<file path="src/rtl/sram_wb_master_bridge.sv">
// Bridges a simple SRAM-style request port onto a single-beat Wishbone master.
// One transfer in flight at a time; errors and timeouts are reported through sticky flags.
module sram_wb_master_bridge #(
  parameter int unsigned                  MEM_ADDR_BITS    = 10,
  parameter int unsigned                  WB_ADDRESS_WIDTH = 32,
  parameter int unsigned                  WB_DATA_WIDTH    = 32,
  parameter logic [WB_ADDRESS_WIDTH-1:0]  BASE_ADDR        = {WB_ADDRESS_WIDTH{1'b0}},
  parameter int unsigned                  TIMEOUT          = 256
) (
  input  logic                          clk,
  input  logic                          rstn,
  input  logic [MEM_ADDR_BITS-1:0]      sram_addr,
  input  logic                          sram_read_en,
  input  logic                          sram_write_en,
  input  logic [WB_DATA_WIDTH/8-1:0]    sram_byte_en,
  input  logic [WB_DATA_WIDTH-1:0]      sram_write_data,
  output logic [WB_DATA_WIDTH-1:0]      sram_read_data,
  output logic                          sram_read_valid,
  output logic                          sram_busy,
  output logic [WB_ADDRESS_WIDTH-1:0]   wb_adr,
  output logic [WB_DATA_WIDTH-1:0]      wb_dat_w,
  input  logic [WB_DATA_WIDTH-1:0]      wb_dat_r,
  output logic                          wb_cyc,
  output logic                          wb_stb,
  output logic                          wb_we,
  output logic [WB_DATA_WIDTH/8-1:0]    wb_sel,
  input  logic                          wb_ack,
  input  logic                          wb_err,
  output logic                          bus_err,
  input  logic                          bus_err_clr,
  output logic                          overrun
);

  localparam int unsigned SEL_W = WB_DATA_WIDTH / 8;
  localparam int unsigned SHIFT = $clog2(SEL_W);
  localparam int unsigned CNT_W = (TIMEOUT > 32'd2) ? $clog2(TIMEOUT) : 1;
  localparam logic [CNT_W-1:0] CNT_LAST = (TIMEOUT > 32'd0) ? CNT_W'(TIMEOUT - 32'd1) : {CNT_W{1'b0}};

  localparam logic [0:0] ST_IDLE = 1'b0;
  localparam logic [0:0] ST_BUS  = 1'b1;

  logic [0:0]                  state_r;
  logic [CNT_W-1:0]            tcnt_r;
  logic [WB_ADDRESS_WIDTH-1:0] addr_s;
  logic                        start_s;
  logic                        start_we_s;
  logic                        timeout_s;
  logic                        err_term_s;
  logic                        term_s;
  logic                        ovr_set_s;

  assign sram_busy = (state_r == ST_BUS);

  // Request acceptance, termination decode and byte-address mapping.
  always_comb begin
    start_s    = 1'b0;
    start_we_s = 1'b0;
    timeout_s  = 1'b0;
    err_term_s = 1'b0;
    term_s     = 1'b0;
    ovr_set_s  = 1'b0;
    addr_s     = BASE_ADDR + (WB_ADDRESS_WIDTH'(sram_addr) << SHIFT);
    case (state_r)
      ST_IDLE: begin
        // Write has priority; an all-zero byte mask is a no-op write.
        if (sram_write_en) begin
          start_s    = (sram_byte_en != {SEL_W{1'b0}});
          start_we_s = 1'b1;
        end else if (sram_read_en) begin
          start_s    = 1'b1;
          start_we_s = 1'b0;
        end else begin
          start_s    = 1'b0;
          start_we_s = 1'b0;
        end
      end
      ST_BUS: begin
        ovr_set_s  = sram_write_en | sram_read_en;
        timeout_s  = (TIMEOUT != 32'd0) && (tcnt_r == CNT_LAST);
        err_term_s = wb_err | timeout_s;
        term_s     = wb_ack | err_term_s;
      end
      default: begin
        start_s = 1'b0;
      end
    endcase
  end

  // Bus cycle sequencing, read return path and sticky status flags.
  always_ff @(posedge clk) begin
    if (!rstn) begin
      state_r         <= ST_IDLE;
      tcnt_r          <= {CNT_W{1'b0}};
      wb_cyc          <= 1'b0;
      wb_stb          <= 1'b0;
      wb_we           <= 1'b0;
      wb_adr          <= {WB_ADDRESS_WIDTH{1'b0}};
      wb_dat_w        <= {WB_DATA_WIDTH{1'b0}};
      wb_sel          <= {SEL_W{1'b0}};
      sram_read_data  <= {WB_DATA_WIDTH{1'b0}};
      sram_read_valid <= 1'b0;
      bus_err         <= 1'b0;
      overrun         <= 1'b0;
    end else begin
      sram_read_valid <= 1'b0;
      case (state_r)
        ST_IDLE: begin
          if (start_s) begin
            state_r  <= ST_BUS;
            tcnt_r   <= {CNT_W{1'b0}};
            wb_cyc   <= 1'b1;
            wb_stb   <= 1'b1;
            wb_we    <= start_we_s;
            wb_adr   <= addr_s;
            wb_dat_w <= sram_write_data;
            wb_sel   <= start_we_s ? sram_byte_en : {SEL_W{1'b1}};
          end
        end
        ST_BUS: begin
          if (term_s) begin
            state_r <= ST_IDLE;
            wb_cyc  <= 1'b0;
            wb_stb  <= 1'b0;
            if (!wb_we) begin
              sram_read_valid <= 1'b1;
              sram_read_data  <= err_term_s ? {WB_DATA_WIDTH{1'b0}} : wb_dat_r;
            end
          end else if (TIMEOUT != 32'd0) begin
            tcnt_r <= tcnt_r + CNT_W'(1'b1);
          end
        end
        default: begin
          state_r <= ST_IDLE;
          wb_cyc  <= 1'b0;
          wb_stb  <= 1'b0;
        end
      endcase
      // A new error or overrun event outranks a clear in the same cycle.
      bus_err <= err_term_s | (bus_err & ~bus_err_clr);
      overrun <= ovr_set_s  | (overrun & ~bus_err_clr);
    end
  end

endmodule

</file>
<file path="config.mk">
export PLATFORM = sky130hd
export DESIGN_NAME = sram_wb_master_bridge
export DESIGN_NICKNAME = d
export VERILOG_FILES = /design/src/rtl/sram_wb_master_bridge.sv
export SDC_FILE = /design/constraint.sdc
export NUM_CORES = 1
export LEC_CHECK = 0
export ABC_CLOCK_PERIOD_IN_PS = 4100
export CORE_MARGIN = 2
export CORE_UTILIZATION = 42
export CTS_CLUSTER_DIAMETER = 60
export DETAILED_ROUTE_END_ITERATION = 10
export PLACE_DENSITY_LB_ADDON = 0.08
export SKIP_CTS_REPAIR_TIMING = 1
export SKIP_LAST_GASP = 1
export SLEW_MARGIN = 20
export SYNTH_ARGS = -nofsm -noshare
export SYNTH_HDL_FRONTEND = slang
export SYNTH_SLANG_ARGS = --single-unit
</file>
<file path="constraint.sdc">
create_clock -name clk -period 4.1 [get_ports clk]
set_input_delay 0.615 -clock clk [delete_from_list [all_inputs] [get_ports clk]]
set_output_delay 0.615 -clock clk [all_outputs]
set_load 0.05 [all_outputs]
</file>
# == Yosys cells after proc, flatten, opt, wreduce, memory -nomap -nowiden ==
# Cells that the tools add are included.
# totals
memories,0
output_inout_bits,107
inputBits,85
latchBits,0
mem_bits_rw,0
rom_bits,0
regBits,92
# op_classes
bitwise,10
multipliers,0
reduce_logical,6
shift,0
n_addsub,1
n_eq_ne,4
order_cmp,0
n_div,0
n_mux,20
# ops
operator,n
$mux W32,1
$mux W8,2
$pmux W8 S2,1
$mux W1,13
$add A8 B1 Y8 const B,1
$eq A8 B8 Y1 const B,1
$reduce_and A2 Y1,3
$reduce_and A3 Y1,2
$or A1 B1 Y1,5
$mux W4,1
$ne A2 B2 Y1 const B,2
$pmux W1 S2,2
$reduce_bool A4 Y1,1
$not A1 Y1,3
$and A1 B1 Y1,2
$ne A2 B1 Y1 const B,1

# == Longest topological paths before layout ==
# Gate-level depths: netlist (run 1).
# logic_depth
ltp_word,6
depth_mapped,6

# == Least setup slack after synthesis (run 1) ==
# No wires, ideal clock.
# synth_path
path_kind,register -> register
start,"register state_r, in the netlist sram_busy"
end,register sram_read_data[0]
synth_period_minus_slack_ns,1.737
t_arrival_ns,1.677
t_required_ns,4.040
stages_incl_launch_ff,7
path_buffers,2
path_slack_ns,2.363
setup_time_ns,0.060
path_cell_list,dfxtp_1 > buf_6 > and2b_4 > nand2_2 > nor4b_4 > buf_6 > a22o_1
# synth_between
elab_chain_cells,2
elab_cells_between_ends,4
cone_classes,mux (3); reduce/logical (1)
# synth_lines
item,line,rtl
start: declaration,42,logic [0:0] state_r;
start signal: assignment,92,state_r <= ST_IDLE;
start signal: assignment,109,state_r <= ST_BUS;
start signal: assignment,121,state_r <= ST_IDLE;
$mux W1,63,case (state_r)
$reduce_and A3 Y1 (no line) or $mux W32 (tied branches),n/a,
end signal: assignment,100,sram_read_data <= {WB_DATA_WIDTH{1'b0}};
end signal: assignment,126,sram_read_data <= err_term_s ? {WB_DATA_WIDTH{1'b0}} : wb_dat_r;
end: declaration,17,"output logic [WB_DATA_WIDTH-1:0] sram_read_data,"
# Several ways; a longest one is shown, not always the timed one.
# A chain may end at the register's enable or synchronous reset.

# == Worst setup path after layout (run 1) ==
# layout_path
start,"register state_r, in the netlist sram_busy"
end,output port sram_busy
# layout_rtl
item,line,rtl
end: declaration,19,"output logic sram_busy,"
# No word-level cell between the ends.

==> impl_metrics.toml, run 1 <==
[run_status]
status = "finished clean"

[setup_path]
crit_buf_inv = 1
path_max_fanout = 11
cp-end-kind = "output pin"
cp_cell_sequence = "clkdlybuf4s50_1"
critPathKind = "register to output pin"
critical_path_required_ns = 3.48
max_stage_delay_ns = 0.92
critPathSlowestCell = "clkdlybuf4s50_1"
critPathArrivalTime_ns = 1.87
cp-start-kind = "register"
cpLargestDelayFamily = "buffers and inverters"

[pwr]
leakagePower_nw = 2.03
vdd_drop_max_mv = 0.202
power_mw = 2.14
p_per_area_mw_per_mm2 = 401

[routing]
wirelength_um = 8670
drt_iter0_drc = 99
vias = 3111
firstDrtPassIters = 5
via_per_inst = 4.86
ant_nets = 0
remaining_drc_errors = 0
routedWlPerCell_um = 13.5

[timing]
clock_skew_ns = 0.0139
max_slew_margin_pct = 60.8
hold_viol = 0
slew_violations = 0
setup_viol = 0
timing.fmax_ghz = 0.403
finalSetupTns_ns = 0
fin_crit_sh_pct = 60.6
tightest_slew_ns = 0.587
period_needed_ns = 2.48
rsz0062_at_grt = "false"

[die]
core-area_sq_mm = 0.00818
chipWidth_um = 95.5
initial_core_util_pct = 43.0
io_pins = 192
die_y_um = 95.5
die-area_sq_mm = 0.00912
rows = 33

[yosys]
ys_types = 40
synthCells = 372
yosysSeqAreaShare_pct = 52.4
synthesis.area_sq_mm = 0.00351
avgSynthCellArea_sq_um = 9.45
ys_ff_latch = 92
yosysWarnings = 0

[grt]
grt_pass1_wl_um = 13200
grt_pass1_vias = 2819
grt.overflow.total = 0
track_usage_pct = 18.6
grt_max_degree = 53
antenna_found_initial = 0

[cts]
clock_sinks = 92
cts_tree = "yes"
clk_latency_ns = 0.35
h-tree-depth = 3
clock_path_buffers = 2
clk_pin_slew_ns = 0.08
cts_inserted_buffers = 9
cts_root_buf = "clkbuf_8"

[layout]
antenna_cells = 0
drive_gt1_share_pct = 6.73
final_cell_mix = "clkdlybuf4s50_1, nand2_1, dfxtp_1, a21oi_1, a22o_1"
n_fill_cell = 701
area_growth_pct = 51.5
final_nets = 617
final_common_cell = "clkdlybuf4s50_1"

[hold_path]
hp-class = "register to register"

[placement]
dp_hpwl_um = 6230
gp_congestion = 0.773
io_buffer_count = 169

[run]
cap_violations = 0
## path summary, 6_finish.rpt
kind / to / depth (start not counted) / slack [ns] / from
hold reg to reg: wb_dat_w[7] / 2 / 0.46 / wb_dat_w[7]
setup / recovery: sram_busy / 1 / 1.62 / sram_busy
setup reg to reg: tcnt_r[7] / 5 / 2.26 / tcnt_r[0]
hold / removal: wb_dat_w[7] / 2 / 0.46 / wb_dat_w[7]
## layout make-up
class	count	area (sq um)	area share [%]
Tap cell	105	131	2.47
Multi-Input combinational cell	252	1400	26.2
Inverter	1	3.75	0.0705
Sequential cell	92	1840	34.6
Clock inverter	4	73.8	1.39
Timing Repair Buffer	175	1740	32.6
Clock buffer	11	141	2.66
## per-layer routing
metal | global-route usage (%) | up-vias | wire length, um
met3 | 5.61 | 8 | 663
met2 | 30.9 | 110 | 4150
met1 | 22.3 | 1434 | 3740
met5 | 0 | - | 0
li1 | - | 1559 | -
met4 | 7.86 | 0 | 110
## per-stage QoR
stage	std cells	util [%]	setup WS, ns	instance area, sq um	hold slack (ns)
after global placement	625	62.5	1.41	5110	0.441
final	640	65.1	1.62	5320	0.457
after CTS	640	65.1	1.59	5320	0.461
after detailed placement	625	62.5	1.37	5110	0.448
after global routing	640	65.1	1.54	5320	0.475
after floorplan	393	-	2.36	3590	0.478
## flip-flops by register name, summed over array words and instances, names as in the netlist
name	cells
sram_busy	1
bus_err	1
tcnt_r	8
wb_sel	4
wb_adr	10
wb_stb	1
sram_read_data	32
wb_dat_w	32
wb_we	1
sram_read_valid	1
overrun	1
## report_power, final
group	leakage [nW]	total (mW)	internal [mW]	switching, mW
registers	0.753	0.968	0.940	0.0274
clock network	0.109	0.655	0.357	0.298
logic	1.17	0.514	0.188	0.325
total	2.03	2.14	1.49	0.651
## logic make-up (layout without fill, tap and decap cells)
group | count (synthesis) | in the layout | synth area share [%]
compound gates | 105 | 105 | 20.3
fa+ha+maj | 1 | 1 | 0.356
buf+inv | 49 | 191 | 10.5
flops | 92 | 92 | 52.4
other cells | 1 | 22 | 0.107
simple gates | 124 | 124 | 16.3
## Yosys cell counts (all sizes together)
cell type,n,area (sq um)
clkbuf,7,26.3
nor4,1,21.3
o221a,4,45.0
nand3,11,60.1
ha,1,12.5
and3,1,6.26
nor4b,1,23.8
inv,1,3.75
and2b,1,10.0
o31ai,1,7.51
or4,2,15.0
o211ai,3,27.5
a22o,32,280
or3,2,12.5
o211a,1,10.0
conb,1,3.75
nand4,2,18.8
nand2b,2,12.5
o21ai,6,33.8
a211o,1,8.76
nand2,94,355
a31oi,3,18.8
a211oi,1,7.51
buf,41,339
nor3,1,5.00
o21a,1,7.51
dfxtp,92,1840
a21oi,51,259
nor2,3,13.8
o221ai,1,8.76
nor2b,3,18.8
No activity file was read; power rests on OpenSTA's default activity.
==> run 2: changes to the inputs <==
--- a/config.mk
+++ b/config.mk
@@ -5,9 +5,9 @@
 export SDC_FILE = /design/constraint.sdc
 export NUM_CORES = 1
 export LEC_CHECK = 0
-export ABC_CLOCK_PERIOD_IN_PS = 4100
+export ABC_CLOCK_PERIOD_IN_PS = 2500
 export CORE_MARGIN = 2
-export CORE_UTILIZATION = 42
+export CORE_UTILIZATION = 39
 export CTS_CLUSTER_DIAMETER = 60
 export DETAILED_ROUTE_END_ITERATION = 10
 export PLACE_DENSITY_LB_ADDON = 0.08
==> constraint.sdc (replaced) <==
create_clock -name clk -period 2.5 [get_ports clk]
set_input_delay 0.375 -clock clk [delete_from_list [all_inputs] [get_ports clk]]
set_output_delay 0.375 -clock clk [all_outputs]
set_load 0.05 [all_outputs]
==> run 2 against run 1 <==
Against the previous run:
- critical path depth unchanged
- setup slack got worse by 1.4 ns
- flip-flop and latch count unchanged
- clock power up 36%
- wire length up 2.5%
- largest cell class unchanged
==> impl_metrics.toml, run 2 (synthesized netlist as in run 1, its figures left out) <==
[run_status]
status = "finished clean"

[setup_path]
critPathArrivalTime_ns = 1.87
path_max_fanout = 11
r2r_end = "tcnt_r[7]"
critPathSlowestCell = "clkdlybuf4s50_1"
cpLargestDelayFamily = "buffers and inverters"
rrSetupSlack_ns = 0.67
critical_path_required_ns = 2.12
cp-end-kind = "output pin"
r2r_cells = 5
crit_buf_inv = 1
critPathKind = "register to output pin"
cp-start-kind = "register"
max_stage_delay_ns = 0.91
r2r_start = "tcnt_r[0]"
cp_cell_sequence = "clkdlybuf4s50_1"

[pwr]
pwr-share-comb_pct = 25.6
leakagePower_nw = 2.02
p_clk_share_pct = 26.8
vdd_drop_max_mv = 0.296
p_sw_mw = 1.11
p_int_mw = 2.22
p_sw_share_pct = 33.4
p_per_area_mw_per_mm2 = 627
power_mw = 3.33
seq_power_share_pct = 47.6

[layout]
fin_cells = 647
n_fill_cell = 790
drive_gt1_share_pct = 7.61
multi_input_area_sq_mm = 0.00140
reg_top3 = "sram_read_data x32, wb_dat_w x32, wb_adr x10"
antenna_cells = 0
area_growth_pct = 51.1
final_common_cell = "clkdlybuf4s50_1"
final_cell_mix = "clkdlybuf4s50_1, nand2_1, dfxtp_1, a21oi_1, a22o_1"
fin_util_pct = 60.9
regArea_sq_mm = 0.00184
final_nets = 620

[cts]
clock_path_buffers = 2
clock_sinks = 92
cts_root_buf = "clkbuf_8"
cts_inserted_buffers = 9
clk_pin_slew_ns = 0.09
clk_latency_ns = 0.35
h-tree-depth = 3
cts_tree = "yes"

[routing]
via_per_inst = 4.84
vias = 3134
wirelength_um = 8880
firstDrtPassIters = 5
remaining_drc_errors = 0
drt_iter0_drc = 102
routedWlPerCell_um = 13.7
ant_nets = 0

[placement]
dp_hpwl_um = 6370
gp_congestion = 0.795
dp_cells = 631
io_buffer_count = 169

[timing]
tightest_slew_ns = 0.534
clock_skew_ns = 0.0153
finalSetupTns_ns = 0
timing.fmax_ghz = 0.446
fin_crit_sh_pct = 89.7
slew_violations = 0
rsz0062_at_grt = "false"
hold_viol = 0
max_slew_margin_pct = 64.3
hold_slack_ns = 0.456
period_needed_ns = 2.24
setup_viol = 0

[grt]
grt_pass1_wl_um = 14300
grt_util_met1_pct = 23.0
grt_use_met2_pct = 28.5
grt_max_degree = 35
grt.busiest_layer = "met2"
grt_pass1_vias = 3001
antenna_found_initial = 0
track_usage_pct = 17.8
met3_usage_pct = 5.89
grt.overflow.total = 0

[run]
cap_violations = 0

[hold_path]
hp-class = "register to register"
hp-start = "wb_dat_w[2]"
worstHoldEndpoint = "wb_dat_w[2]"
min_delay_path_depth = 2

[die]
die_y_um = 98.9
initial_core_util_pct = 40.3
die-area_sq_mm = 0.00979
rows = 34
io_pins = 192
chipWidth_um = 98.9
core-area_sq_mm = 0.00872
run 2: cell types whose count changed in the layout (fill, tap and decap cells not counted), sizes merged:
cell	before	now
bufinv	2	0
inv	1	3
clkbuf	11	9
buf	6	9
clkinvlp	0	3
run 2: how the worst max path moves through the flow:
stage | start | end | slack [ns] | cells past startpoint
2_1_floorplan | sram_busy | sram_read_data[0] | 0.76 | 6
3_3_place_gp | wb_err | tcnt_r[7] | 0.40 | 5
3_5_place_dp | sram_byte_en[2] | wb_adr[4] | 0.34 | 6
4_1_cts | sram_busy | sram_busy | 0.23 | 1
5_1_grt | sram_busy | sram_busy | 0.18 | 1
6_report | sram_busy | sram_busy | 0.26 | 1
run 2: area by class of cell:
cell class / count / share of cell area (%)
sequential: 92 / 34.7
clock buffer: 9 / 2.33
clock inverter: 7 / 0.943
timing repair buffer: 178 / 33.1
inverter: 1 / 0.0707
tap: 108 / 2.55
multi-input combinational: 252 / 26.3
run 2: stage by stage:
step,setup WS (ns),cell area (sq um)
3_5_place_dp,0.343,5130
6_report,0.257,5310
5_1_grt,0.178,5310
4_1_cts,0.231,5310
2_1_floorplan,0.763,3590
3_3_place_gp,0.398,5130
run 2: per-layer routing:
metal / wire length, um / vias to the layer above
met5: 0 / -
met4: 119 / 0
met3: 729 / 13
met2: 4110 / 121
met1: 3920 / 1440
li1: - / 1560
run 2: power by group through the flow:
| stage | registers [mW] | clock network [mW] | logic, mW |
|---|---|---|---|
| floorplan | 1.88 | 0 | 0.305 |
| finish | 1.59 | 0.894 | 0.852 |
| detailed placement | 1.62 | 0 | 0.856 |
| global placement | 1.62 | 0 | 0.849 |
| global route | 1.60 | 0.987 | 0.900 |
| CTS | 1.59 | 0.932 | 0.858 |
==> run 3: changes to the inputs <==
--- a/config.mk
+++ b/config.mk
@@ -5,11 +5,13 @@
 export SDC_FILE = /design/constraint.sdc
 export NUM_CORES = 1
 export LEC_CHECK = 0
-export ABC_CLOCK_PERIOD_IN_PS = 2500
+export ABC_CLOCK_PERIOD_IN_PS = 2780
 export CORE_MARGIN = 2
-export CORE_UTILIZATION = 39
+export CORE_UTILIZATION = 42
 export CTS_CLUSTER_DIAMETER = 60
 export DETAILED_ROUTE_END_ITERATION = 10
+export GPL_ROUTABILITY_DRIVEN = 0
+export GPL_TIMING_DRIVEN = 1
 export PLACE_DENSITY_LB_ADDON = 0.08
 export SKIP_CTS_REPAIR_TIMING = 1
 export SKIP_LAST_GASP = 1
==> constraint.sdc (replaced) <==
create_clock -name clk -period 2.78 [get_ports clk]
set_input_delay 0.417 -clock clk [delete_from_list [all_inputs] [get_ports clk]]
set_output_delay 0.417 -clock clk [all_outputs]
set_load 0.05 [all_outputs]
==> run 3 against run 2 <==
Against the previous run:
- global-route usage rose by 0.80 points
- count of clock-buffer cells in the layout is 1 higher
- critical path type unchanged
- non-clock buffer count did not move
- power fell by 2.6%
- flip-flop and latch count unchanged
- clock skew decreased by 0.0042 ns
==> impl_metrics.toml, run 3 (synthesized netlist as in run 1, its figures left out) <==
[run_status]
status = "finished clean"

[pwr]
leakagePower_nw = 2.06
vdd_drop_max_mv = 0.245
pwr-share-comb_pct = 23.6
seq_power_share_pct = 44.0
p_sw_mw = 0.960
p_per_area_mw_per_mm2 = 604
p_int_mw = 2.28
p_clk_share_pct = 32.4
p_sw_share_pct = 29.6

[cts]
clock_sinks = 92
clock_path_buffers = 2
h-tree-depth = 3
cts_inserted_buffers = 9
clk_latency_ns = 0.34
cts_root_buf = "clkbuf_8"
clk_pin_slew_ns = 0.09
cts_tree = "yes"

[placement]
dp_cells = 628
dp_hpwl_um = 6310
pre_cts_ws_ns = 0.574
io_buffer_count = 169

[grt]
grt.overflow.total = 0
track_usage_pct = 18.6
grt_max_degree = 53
antenna_found_initial = 0
grt_pass1_wl_um = 13400
grt_pass1_vias = 2932

[timing]
final.setup.worst_slack_ns = 0.524
hold_slack_ns = 0.457
rsz0062_at_grt = "false"
setup_viol = 0
slew_violations = 0
finalSetupTns_ns = 0
tightest_slew_ns = 0.552
timing.fmax_ghz = 0.443
max_slew_margin_pct = 63.2
hold_viol = 0
period_needed_ns = 2.26
clock_skew_ns = 0.0111
fin_crit_sh_pct = 81.2

[die]
die-area_sq_mm = 0.00912
die_y_um = 95.5
rows = 33
core-area_sq_mm = 0.00818
initial_core_util_pct = 43.0
chipWidth_um = 95.5
io_pins = 192

[routing]
wirelength_um = 8730
drt_iter0_drc = 115
firstDrtPassIters = 5
vias = 3126
routedWlPerCell_um = 13.6
ant_nets = 0
remaining_drc_errors = 0
via_per_inst = 4.87

[layout]
fin_util_pct = 65.7
drive_gt1_share_pct = 7.26
fin_cells = 642
n_fill_cell = 701
final_nets = 620
reg_top3 = "sram_read_data x32, wb_dat_w x32, wb_adr x10"
final_cell_mix = "clkdlybuf4s50_1, nand2_1, dfxtp_1, a21oi_1, a22o_1"
regArea_sq_mm = 0.00184
antenna_cells = 0
final_common_cell = "clkdlybuf4s50_1"
multi_input_area_sq_mm = 0.00140
area_growth_pct = 52.7

[setup_path]
cp-start-kind = "register"
cp-end-kind = "output pin"
critPathKind = "register to output pin"
critPathSlowestCell = "clkdlybuf4s50_1"
critical_path_required_ns = 2.36
max_stage_delay_ns = 0.91
critPathArrivalTime_ns = 1.84
crit_buf_inv = 1
rrSetupSlack_ns = 0.95
cp_cell_sequence = "clkdlybuf4s50_1"
cpLargestDelayFamily = "buffers and inverters"
path_max_fanout = 11

[run]
cap_violations = 0

[hold_path]
hp-class = "register to register"
-- run 3: per-stage QoR --
step	power [mW]	cell area, sq um
2_1_floorplan	1.97	3590
3_3_place_gp	2.22	5130
3_5_place_dp	2.23	5130
4_1_cts	3.28	5370
5_1_grt	3.38	5370
6_report	3.24	5370
-- run 3: final cells by class --
| cell class | instances | area share, % |
|---|---|---|
| Tap cell | 105 | 2.45 |
| Sequential cell | 92 | 34.3 |
| Inverter | 1 | 0.0699 |
| Clock inverter | 4 | 1.84 |
| Multi-Input combinational cell | 252 | 26.0 |
| Timing Repair Buffer | 178 | 32.8 |
| Clock buffer | 10 | 2.56 |
-- run 3: per-layer routing --
metal / share of wire (%) / global-route usage, % / wire length, um
met2: 48 / 31.2 / 4210
met5: 0 / 0 / 0
met4: 1.2 / 6.79 / 104
met1: 41 / 22.2 / 3620
met3: 9.1 / 6.32 / 792
-- run 3: worst paths after layout --
check,start,endpoint,cells past startpoint
setup / recovery,sram_busy,sram_busy,1
hold / removal,wb_dat_w[20],wb_dat_w[20],2
setup reg to reg,tcnt_r[0],tcnt_r[7],5
hold reg to reg,wb_dat_w[20],wb_dat_w[20],2
-- run 3: power by group through the flow --
| stage | logic [mW] | registers (mW) | clock network (mW) |
|---|---|---|---|
| 4_1_cts | 0.771 | 1.43 | 1.08 |
| 5_1_grt | 0.811 | 1.44 | 1.14 |
| 6_report | 0.766 | 1.43 | 1.05 |
| 3_3_place_gp | 0.763 | 1.46 | 0 |
| 2_1_floorplan | 0.274 | 1.69 | 0 |
| 3_5_place_dp | 0.768 | 1.46 | 0 |
